===== src/rtl/uart_tx_arbiter.sv =====
// Round-robin, packet-locked arbiter that funnels NUM_REQ byte streams into one uart_tx.
// Ownership is held from grant until the owner's last byte or a stall timeout.
module uart_tx_arbiter #(
    parameter int NUM_REQ      = 4,
    parameter int IDLE_TIMEOUT = 255
) (
    input  logic                   clk,
    input  logic                   rst,
    input  logic [NUM_REQ-1:0]     req_valid_i,
    input  logic [NUM_REQ*8-1:0]   req_data_i,
    input  logic [NUM_REQ-1:0]     req_last_i,
    output logic [NUM_REQ-1:0]     req_ready_o,
    output logic                   tx_valid_o,
    output logic [7:0]             tx_data_o,
    input  logic                   tx_ready_i,
    output logic [NUM_REQ-1:0]     grant_o,
    output logic                   timeout_o
);

    localparam int         IW          = (NUM_REQ > 1) ? $clog2(NUM_REQ) : 1;
    localparam logic [7:0] STALL_MAX   = 8'hFF;
    localparam logic [7:0] TIMEOUT_CNT = 8'(IDLE_TIMEOUT);
    localparam bit         TIMEOUT_EN  = (IDLE_TIMEOUT != 0);

    typedef enum logic {
        ST_IDLE,
        ST_LOCKED
    } state_t;

    state_t              r_state;
    state_t              w_state_nxt;
    logic [IW-1:0]       r_owner;
    logic [IW-1:0]       r_rr_ptr;
    logic [NUM_REQ-1:0]  r_grant;
    logic [7:0]          r_stall_cnt;
    logic                r_timeout;

    logic [IW-1:0]       w_pick;
    logic                w_pick_vld;
    logic [IW-1:0]       w_arb_idx;
    logic [IW-1:0]       w_owner_inc;
    logic                w_owner_vld;
    logic                w_xfer;
    logic                w_last_xfer;
    logic                w_timeout_fire;
    logic                w_release;

    // First valid requester at or above r_rr_ptr, wrapping around.
    always_comb begin
        w_pick     = '0;
        w_pick_vld = 1'b0;
        w_arb_idx  = '0;
        for (int unsigned i = 0; i < NUM_REQ; i++) begin
            w_arb_idx = IW'((32'(r_rr_ptr) + i) % NUM_REQ);
            if (!w_pick_vld && req_valid_i[w_arb_idx]) begin
                w_pick     = w_arb_idx;
                w_pick_vld = 1'b1;
            end
        end
    end

    assign w_owner_vld    = req_valid_i[r_owner];
    assign w_owner_inc    = (r_owner == IW'(NUM_REQ - 1)) ? '0 : r_owner + 1'b1;
    assign w_xfer         = (r_state == ST_LOCKED) && w_owner_vld && tx_ready_i;
    assign w_last_xfer    = w_xfer && req_last_i[r_owner];
    assign w_timeout_fire = TIMEOUT_EN && (r_state == ST_LOCKED) && (r_stall_cnt == TIMEOUT_CNT);
    assign w_release      = w_timeout_fire || w_last_xfer;

    always_ff @(posedge clk or posedge rst) begin
        if (rst) begin
            r_state <= ST_IDLE;
        end else begin
            r_state <= w_state_nxt;
        end
    end

    always_comb begin
        w_state_nxt = r_state;
        unique case (r_state)
            ST_IDLE: begin
                if (w_pick_vld) begin
                    w_state_nxt = ST_LOCKED;
                end
            end
            ST_LOCKED: begin
                if (w_release) begin
                    w_state_nxt = ST_IDLE;
                end
            end
            default: w_state_nxt = ST_IDLE;
        endcase
    end

    always_comb begin
        tx_valid_o  = 1'b0;
        tx_data_o   = '0;
        req_ready_o = '0;
        if (r_state == ST_LOCKED) begin
            tx_valid_o           = w_owner_vld;
            req_ready_o[r_owner] = tx_ready_i;
            if (w_owner_vld) begin
                tx_data_o = req_data_i[r_owner*8 +: 8];
            end
        end
    end

    // Timeout wins over a same-cycle transfer: the lock is released either way.
    always_ff @(posedge clk or posedge rst) begin
        if (rst) begin
            r_owner     <= '0;
            r_rr_ptr    <= '0;
            r_grant     <= '0;
            r_stall_cnt <= '0;
            r_timeout   <= 1'b0;
        end else begin
            r_timeout <= w_timeout_fire;
            if (r_state == ST_IDLE) begin
                r_stall_cnt <= '0;
                if (w_pick_vld) begin
                    r_owner <= w_pick;
                    r_grant <= {{(NUM_REQ-1){1'b0}}, 1'b1} << w_pick;
                end
            end else if (w_release) begin
                r_grant     <= '0;
                r_rr_ptr    <= w_owner_inc;
                r_stall_cnt <= '0;
            end else if (w_xfer) begin
                r_stall_cnt <= '0;
            end else if (!w_owner_vld && (r_stall_cnt != STALL_MAX)) begin
                r_stall_cnt <= r_stall_cnt + 8'd1;
            end
        end
    end

    assign grant_o   = r_grant;
    assign timeout_o = r_timeout;

endmodule


===== config.mk =====
export PLATFORM = sky130hd
export DESIGN_NAME = uart_tx_arbiter
export DESIGN_NICKNAME = d
export VERILOG_FILES = /design/src/rtl/uart_tx_arbiter.sv
export SDC_FILE = /design/constraint.sdc
export NUM_CORES = 1
export LEC_CHECK = 0
export ABC_AREA = 1
export CAP_MARGIN = 30
export CORE_UTILIZATION = 40
export DETAILED_ROUTE_END_ITERATION = 6
export MAX_ROUTING_LAYER = met4
export PLACE_DENSITY_LB_ADDON = 0.05
export SLEW_MARGIN = 10
export SYNTH_ARGS = -nofsm -noshare
export SYNTH_HDL_FRONTEND = slang
export SYNTH_SLANG_ARGS = --single-unit

===== constraint.sdc =====
create_clock -name clk -period 1.53 [get_ports clk]
set_clock_uncertainty 0.1 [all_clocks]
set_input_delay 0.153 -clock clk [delete_from_list [all_inputs] [get_ports clk]]
set_output_delay 0.153 -clock clk [all_outputs]
set_load 0.02 [all_outputs]

Word level (Yosys, flattened, before mapping)

Cells that the tools add are included.

$add $sub $neg: 5
Order comparisons: 6
Eq/ne operators: 5
Shift operators: 2
Multiplexer cells: 37
Bitwise logic cells: 2
Reductions and logical operators: 18

Operators with widths:

| kind                | count |
|---|---|
| $mux 8              | 6 |
| $shiftx 32x6->8     | 1 |
| $mux 4              | 4 |
| $lt 2x3->1 const B  | 5 |
| $mux 1              | 14 |
| $bmux 1 s2          | 6 |
| $mux 2              | 5 |
| $logic_and 1x1->1   | 9 |
| $add 8x1->8 const B | 1 |
| $eq 8x8->1 const B  | 1 |
| $ne 8x8->1 const B  | 1 |
| $reduce_and 2->1    | 3 |
| $add 2x1->2 const B | 2 |
| $add 2x2->2 const B | 2 |
| $and 4x4->4         | 1 |
| $logic_not 1->1     | 4 |
| $ne 4x1->1 const B  | 1 |
| $shl 1x2->4 const A | 1 |
| $demux 1 s2         | 1 |
| $eq 2x2->1 const B  | 1 |
| $ge 2x1->1 const B  | 1 |
| $ne 2x1->1 const B  | 1 |
| $pmux 1 s2          | 1 |
| $reduce_bool 2->1   | 1 |
| other kinds (2)     | 2 |

Register bits: 18
Input bits: 43
Output and inout port bits: 18
Logic and storage cells: 81

Depth between registers and ports, before layout

Gate-level depths: netlist (run 1).

Depth after elaboration: 15
Depth in mapped cells: 12
Depth with buffers taken out: 12

Worst setup path after synthesis (run 1)

Ideal clock, no wire load.

Path kind: register to output
From: register r_owner[0]
To: output port tx_data_o[0]
Arrival time: 1.707 ns
Data required time: 1.277 ns
Setup slack: -0.430 ns
Cell stages (with the launch flop): 8
Buffers on the path: 1
Path through: dfrtp_1 > buf_4 > nand2_1 > nand3_1 > nand2_1 > nor2_1 > inv_1 > a21oi_1

Longest elaborated chain between the ends: 4
Elaborated cells between the ends (all ways): 5
Those cells by class: shift: 1; mux: 4

Ends and longest elaborated chain:

| item                                                                    | line | source |
|---|---|---|
| start, declared                                                         | 32   | `logic [IW-1:0] r_owner;` |
| start signal, assigned                                                  | 120  | `r_owner <= w_pick;` |
| parallel branches: the longest is 2 deep, another holds $shiftx 32x6->8 | --   |  |
| $mux 8 *                                                                | 101  | `if (w_owner_vld) begin` |
| $mux 8 *                                                                | 98   | `if (r_state == ST_LOCKED) begin` |
| end, declared                                                           | 14   | `output logic [7:0] tx_data_o,` |

Mark *: on every way between the ends. The select of a mux whose other input is x is not followed.

Worst setup path after layout (run 1)

From: register r_owner[0]
To: output port tx_data_o[6]

The elaborated chain is that of the path after synthesis.

==> qor.yml, run 1 <==
power_w: 0.005532
gp_congestion: 0.8152
dp_hpwl_um: 3727
p_sw_share_pct: 50.38
syn-num-nets: 317
fin_ws_ns: -0.2286
grt_antenna_before_repair: 0
ys_seq_elements: 18
switchingPower_w: 0.002787
regArea_um2: 454.2
grt_start_max_net_pins: 19
viasPerCell: 4.897
root_buffer: "clkbuf_8"
cts_tree: "built"
yosysSeqAreaShare_pct: 27.73
fp-row-count: 22
cp_common_cell: "nand2_2"
drt_wl_total_um: 5448
cap_violations: 0
syn_area_per_cell_um2: 6.037
period_share_pct: 114.9
critPathSlowestCell: "dfrtp_1"
cts_hold_buf: 0
slowest_delay_ns: 0.41
die_h_um: 65.72
status: "complete, but fails checks"
cts_buffers: 3
synth_warnings: 0
die_w_um: 65.72
fill_cells: 297
core_area_um2: 3771
mostFrequentLayoutCell: "nand2_1"
cts.sinks: 18
violations: "negative setup slack"
seqPwrFrac_pct: 13.5
synth_top_area_share_pct: 27.73
ios: 61
wl_per_cell_um: 13.03
cts_buffer_depth: 2
start_util_pct: 43.07
crit_required_ns: 1.28
internal-power_w: 0.002745
synth_top_area_cell: "dfrtp_1"
clk_latency_ns: 0.26
grt_pass1_wl_um: 8418
drive_gt1_share_pct: 35.95
drc_errors: 0
vias: 2047
relSlewSlack_pct: 74.37
slew_viol_final: 0
crit_arrival_ns: 1.51
ys_top_cells_by_area: "dfrtp_1 28%, nand2_1 18%, nor2_1 13%"
final_cell_mix: "56 x nand2_1, 51 x nor2_1, 47 x clkdlybuf4s50_1, 41 x buf_4, 23 x nand2_2"
dr.pass1.iters: 4
grt_setup_unrepaired: "true"
io_buffer_count: 60
synthDistinctLibCells: 27
reg2regPathDepth: 8
pwr-share-clk_pct: 7.3
end_kind: "output port"
p_comb_share_pct: 79.1
syn-instance-count: 269
crit_path_cell_trace: "inv_2 > nand2_2 > nand3_2 > nand2_2 > nor2_4 > inv_8 > a21oi_4 > buf_6"
p_per_area_nw_per_um2: 1871
vdd_drop_max_v: 0.001246
period_minus_slack_ns: 1.759
grt_use_total_pct: 26.07
syn_area_um2: 1624
multiInputGateArea_um2: 1323
grt_pass1_vias: 1826
worst-setup-path-type: "reg -> out"
tightest_slew_ns: 0.3804
design.die.area_um2: 4319
power.leakage_nw: 1.384
grt_overflow: 0
cts_max_level: 1
final_nets: 419
whs_ns: 0.09489
fmax_ghz: 0.5686
postRouteAntennaNets: 0
drt_iter0_markers: 116
setup_viol: 28
critPathLaunchType: "flip-flop"
hp-class: "in -> async"
crit_path_max_fanout: 8
diodes: 0
hold_viol: 0
area_delta_synth_final_pct: 82.05
clkTransAtPathRegs_ns: 0.08
[area by class of cell]
class / instances / area share (%)
multi-input combinational: 216 / 44.73
timing repair buffer: 103 / 31.82
sequential: 18 / 15.36
inverter: 29 / 4.190
tap: 48 / 2.031
clock buffer: 4 / 1.862
[repair_timing]
action / in CTS / in global routing
gates resized for setup: 103 / 26
buffers inserted: 4 / 4
pin swaps: 22 / 10
endpoints found under the setup margin: 30 / 31
cloned: 2 / 1
[stage by stage]
stage	TNS, ns	setup slack, ns	area [um^2]	std cells	util [%]
global route	-7.095	-0.3150	2957	418	78.40
CTS	-4.737	-0.2404	2848	415	75.51
detailed placement	-11.26	-0.6228	2649	405	70.24
finish	-4.121	-0.2286	2957	418	78.40
global placement	-10.61	-0.5923	2649	405	70.24
floorplan	-0.4363	-0.03529	1773	269	-
[path summary, 6_finish.rpt]
kind / start / endpoint / slack, ns
worst max-delay path: r_owner[0] / tx_data_o[6] / -0.23
worst min-delay path: rst / grant_o[3] / 0.09
worst max register to register: r_stall_cnt[0] / r_stall_cnt[0] / -0.15
worst min register to register: grant_o[1] / grant_o[1] / 0.43
max in group asynchronous: rst / r_rr_ptr[0] / 1.01
min in group clk: grant_o[1] / grant_o[1] / 0.43
[synth_stat cells, drive strengths merged]
| cell type | count |
|---|---|
| nor2 | 63 |
| nand3 | 25 |
| nand2 | 83 |
| buf | 7 |
| a21oi | 9 |
| nor3 | 2 |
| clkinv | 1 |
| inv | 28 |
| o21ai | 23 |
| ha | 5 |
| xnor2 | 1 |
| nand4 | 2 |
| clkbuf | 1 |
| a21boi | 1 |
| dfrtp | 18 |
[per-layer routing]
| layer | part of all wire [%] | wire length [um] | vias up | GRT usage (%) |
|---|---|---|---|---|
| met4 | 0.94 | 51 | 0 | 5.163 |
| met2 | 51 | 2791 | 60 | 44.64 |
| met3 | 5.7 | 312 | 6 | 5.208 |
| met5 | 0 | 0 | - | - |
| li1 | - | - | 1052 | - |
| met1 | 42 | 2294 | 929 | 31.64 |
[worst max-delay path: cells and delay by family (launching register included)]
kind,cells,cell delay [ns]
flip-flops,1,0.41
AND/OR/NAND/NOR,4,0.37
buffers and inverters,3,0.33
AO/OA/AOI/OAI,1,0.13
[power by group through the flow]
stage                     clock (W)  sequential, W  combinational [W]
final                      0.000405       0.000749            0.00438
after global routing       0.000424       0.000766            0.00478
after CTS                  0.000410       0.000743            0.00411
after detailed placement          0       0.000714            0.00376
after global placement            0       0.000712            0.00369
after floorplan                   0       0.000761            0.00236
[flip-flops by register name, indices dropped and copies added (netlist names)]
| name | cells |
|---|---|
| grant_o | 4 |
| r_owner | 2 |
| timeout_o | 1 |
| r_stall_cnt | 8 |
| r_state | 1 |
| r_rr_ptr | 2 |
[cell families after synthesis]
kind of cell | share of synthesized area [%]
buf+inv | 9.784
fa+ha+maj | 3.852
flops | 27.73
simple gates | 47.77
compound gates | 10.32
xor+xnor | 0.5394
No activity file was read; power rests on OpenSTA's default activity.
==> run 2: changes to the inputs <==
- CORE_ASPECT_RATIO: default -> 1.5
==> qor.yml, run 2 (synthesis results as in run 1) <==
status: "complete, but fails checks"
violations: "negative setup slack"
setup_viol: 30
vdd_drop_max_v: 0.001548
worst-setup-path-type: "reg -> out"
final_nets: 430
crit_required_ns: 1.28
start_util_pct: 41.39
drt_iter0_markers: 50
viasPerCell: 5.122
period_share_pct: 116.5
grt_start_max_net_pins: 22
critPathLaunchType: "flip-flop"
place_area_um2: 2695
grt_setup_unrepaired: "true"
fin_ws_ns: -0.2522
area_delta_synth_final_pct: 97.00
tightest_slew_ns: 0.3965
gp_congestion: 0.8249
diodes: 0
fp-row-count: 28
tns_ns: -5.288
ios: 61
period_minus_slack_ns: 1.782
hp-class: "in -> async"
vias: 2177
crit_arrival_ns: 1.53
grt_use_total_pct: 29.09
largest_register: "r_stall_cnt"
clk_latency_ns: 0.26
final_cell_mix: "53 x nand2_1, 47 x clkdlybuf4s50_1, 45 x nor2_1, 45 x buf_4"
critPathSlowestCell: "dfrtp_2"
crit_path_cell_trace: "buf_4 > buf_6 > buf_6 > ha_1 > inv_2 > nor2_1 > buf_4"
grt_overflow: 0
cp_top_family: "buffers and inverters"
relSlewSlack_pct: 73.29
postRouteAntennaNets: 0
p_per_area_nw_per_um2: 1941
cts_hold_buf: 0
cts_buffer_depth: 2
largest_reg_flops: 8
power.leakage_nw: 1.485
end_kind: "output port"
cts_max_level: 1
hold_viol: 0
slowest_delay_ns: 0.45
drive_gt1_share_pct: 42.89
cts.sinks: 18
cap_violations: 0
dp_hpwl_um: 4000
die_w_um: 54.03
crit_path_max_fanout: 3
cts_buffers: 3
cts_tree: "built"
grt_antenna_before_repair: 0
root_buffer: "clkbuf_8"
drt_wl_total_um: 6244
wl_per_cell_um: 14.69
dpl_worst_slack_ns: -0.5746
cp_num_buf_inv: 5
grt_pass1_vias: 2048
grt_pass1_wl_um: 8983
core_area_um2: 3924
slew_viol_final: 0
fmax_ghz: 0.5611
clkTransAtPathRegs_ns: 0.07
dr.pass1.iters: 4
mostFrequentLayoutCell: "nand2_1"
drc_errors: 0
io_buffer_count: 60
postLayoutCellArea_um2: 3199
design.die.area_um2: 4324
fin_util_pct: 81.54
die_h_um: 80.04
## run 2: area by class of cell
| type | count | area, um^2 |
|---|---|---|
| Timing Repair Buffer | 113 | 1062 |
| Timing Repair inverter | 1 | 6.256 |
| Tap cell | 45 | 56.30 |
| Clock buffer | 3 | 41.29 |
| Sequential cell | 18 | 454.2 |
| Inverter | 29 | 127.6 |
| Multi-Input combinational cell | 216 | 1451 |
| Fill cell | 254 | 724.4 |
## run 2: worst reg2reg max path, stage by stage, from the launching register on
cell	delay, ns
dfrtp_2	0.50
buf_6	0.18
nand2_1	0.07
nand2_1	0.06
nand2_2	0.09
inv_1	0.05
a21boi_2	0.24
nand2_2	0.12
nor2_4	0.14
nand3_2	0.08
nand2_1	0.07
## run 2: metal layers
layer	GRT usage [%]	up-vias	wire (um)
met5	-	-	0
met4	7.436	0	116
met3	5.333	16	323
met2	55.43	67	3542
met1	28.59	1023	2261
li1	-	1071	-
## run 2: path summary, 6_finish.rpt
| kind | start | to | slack (ns) | cells past startpoint |
|---|---|---|---|---|
| worst min-delay path | rst | r_stall_cnt[7] | 0.11 | 3 |
| worst max register to register | r_rr_ptr[0] | grant_o[0] | -0.23 | 10 |
| worst min register to register | grant_o[2] | grant_o[2] | 0.42 | 2 |
| min in group clk | grant_o[2] | grant_o[2] | 0.42 | 2 |
| worst max-delay path | r_owner[0] | req_ready_o[3] | -0.25 | 7 |
| max in group asynchronous | rst | r_rr_ptr[1] | 1.00 | 3 |
## run 2: metrics by stage
stage / total power [W] / instances / hold WS [ns]
floorplan: 0.003119 / 269 / -0.008430
global placement: 0.004560 / 407 / 0.3841
detailed placement: 0.004601 / 407 / 0.3935
CTS: 0.005505 / 421 / 0.1209
global route: 0.006665 / 425 / 0.1414
finish: 0.006211 / 425 / 0.1111
## run 2: what timing repair did
item | 4_1_cts | 5_1_grt
endpoints found under the setup margin | 30 | 31
endpoints found under the hold margin | 0 | 0
pin swaps | 20 | 20
buffers inserted | 8 | 5
cloned | 3 | 1
gates resized for setup | 121 | 59
## run 2: report_power, final
group	switching (W)	leakage [nW]	internal, W
Sequential	0.000182	0.232	0.000611
Clock	0.000159	0.0216	0.000175
Combinational	0.00284	1.23	0.00224
==> run 3: changes to the inputs <==
- CTS_BUF_LIST: default -> sky130_fd_sc_hd__clkbuf_16
==> qor.yml, run 3 (synthesis results as in run 1) <==
slew_viol_final: 0
vdd_drop_max_v: 0.001802
die_h_um: 80.04
largest_register: "r_stall_cnt"
power.leakage_nw: 1.479
crit_path_max_fanout: 3
fmax_ghz: 0.5465
cp_common_cell: "buf_6"
grt_pass1_wl_um: 9121
grt_start_max_net_pins: 22
drive_gt1_share_pct: 43.01
relSlewSlack_pct: 72.14
period_share_pct: 119.6
vias: 2208
slowest_delay_ns: 0.45
hp-class: "in -> async"
worst-setup-path-type: "reg -> out"
cts_tree: "built"
internal-power_w: 0.003157
grt_use_total_pct: 29.66
ios: 61
violations: "negative setup slack"
cts_max_level: 1
seqPwrFrac_pct: 12.4
reg2regPathDepth: 11
cts.sinks: 18
setup_viol: 30
p_per_area_nw_per_um2: 2003
final_cell_mix: "54 x nand2_1, 49 x buf_4, 47 x clkdlybuf4s50_1, 44 x nor2_1"
fin_ws_ns: -0.2997
design.die.area_um2: 4324
r2r-end: "grant_o[0]"
cp_num_buf_inv: 6
die_w_um: 54.03
r2r_start: "r_rr_ptr[0]"
critPathSlowestCell: "dfrtp_2"
critPathLaunchType: "flip-flop"
dp_hpwl_um: 4000
switchingPower_w: 0.003289
final_nets: 429
cts_buffer_depth: 2
period_minus_slack_ns: 1.830
start_util_pct: 41.39
p_sw_share_pct: 51.03
wl_per_cell_um: 15.81
core_area_um2: 3924
grt_pass1_vias: 2046
cp_top_family: "buffers and inverters"
crit_arrival_ns: 1.58
cts_buffers: 3
tns_ns: -5.914
viasPerCell: 5.208
area_delta_synth_final_pct: 98.15
end_kind: "output port"
clkTransAtPathRegs_ns: 0.05
gp_congestion: 0.8249
grt_antenna_before_repair: 0
status: "complete, but fails checks"
crit_required_ns: 1.28
tightest_slew_ns: 0.4136
cts_hold_buf: 0
hold_viol: 0
drt_wl_total_um: 6704
pwr-share-clk_pct: 8.2
drt_iter0_markers: 51
p_comb_share_pct: 79.4
drc_errors: 0
crit_path_cell_trace: "buf_4 > buf_6 > buf_6 > buf_6 > ha_4 > inv_2 > nor2_2 > buf_6"
grt_overflow: 0
root_buffer: "clkbuf_16"
grt_setup_unrepaired: "true"
dr.pass1.iters: 4
fill_cells: 256
cp_num_cells: 8
largest_reg_flops: 8
io_buffer_count: 60
rrSetupSlack_ns: -0.24
clk_latency_ns: 0.25
fp-row-count: 28
postRouteAntennaNets: 0
diodes: 0
dpl_worst_slack_ns: -0.5746
cap_violations: 0
mostFrequentLayoutCell: "nand2_1"
endpoint: "req_ready_o[3]"
critPathLaunch: "r_owner[0]"
## run 3: power groups by stage
stage	Combinational (W)	Clock, W	Sequential [W]
2_1_floorplan	0.00236	0	0.000761
3_5_place_dp	0.00388	0	0.000721
4_1_cts	0.00441	0.000516	0.000743
3_3_place_gp	0.00384	0	0.000721
5_1_grt	0.00548	0.000552	0.000810
6_report	0.00512	0.000529	0.000798
## run 3: metrics by stage
stage               total power (W)  hold WS (ns)  util, %  instance area (um^2)  std cells
finish                     0.006446        0.1214    82.02                  3218        424
global route               0.006840        0.1578    82.02                  3218        424
CTS                        0.005666        0.1316    76.05                  2984        421
detailed placement         0.004601        0.3935    68.69                  2695        407
global placement           0.004560        0.3841    68.69                  2695        407
floorplan                  0.003119     -0.008430        -                  1773        269
## run 3: routing by layer
metal | part of all wire [%] | track usage [%] | vias up | wire length, um
li1 | - | - | 1068 | -
met1 | 35 | 29.38 | 1053 | 2342
met2 | 57 | 56.67 | 62 | 3791
met3 | 4.4 | 4.571 | 25 | 294
met4 | 4.1 | 7.949 | 0 | 276
met5 | 0 | - | - | 0
## run 3: area by class of cell
| class | count | area (um^2) | share of cell area, % |
|---|---|---|---|
| multi-input cells | 216 | 1463 | 45.45 |
| repair buffers | 112 | 1036 | 32.19 |
| flip-flops and latches | 18 | 454.2 | 14.11 |
| inverters | 29 | 127.6 | 3.966 |
| clock buffers | 3 | 75.07 | 2.333 |
| well taps | 45 | 56.30 | 1.750 |
| repair inverters | 1 | 6.256 | 0.1944 |
## run 3: worst min-delay path, cell delays in order
cell             delay (ns)
clkdlybuf4s50_1        0.39
inv_1                  0.05
buf_4                  0.25
## run 3: repair_timing
action	in CTS	in global routing
cloned	3	1
buffers inserted	8	4
endpoints found under the hold margin	0	0
pin swaps	22	17
setup endpoints to repair	30	31
resized for setup	118	60
## run 3: worst min-delay path by stage
stage	from	endpoint	slack [ns]	cells after the start
3_5_place_dp	rst	timeout_o	0.39	3
4_1_cts	rst	r_stall_cnt[4]	0.13	3
5_1_grt	rst	r_stall_cnt[4]	0.16	3
6_report	rst	r_stall_cnt[4]	0.12	3
2_1_floorplan	rst	grant_o[0]	-0.008	1
3_3_place_gp	rst	grant_o[1]	0.38	3
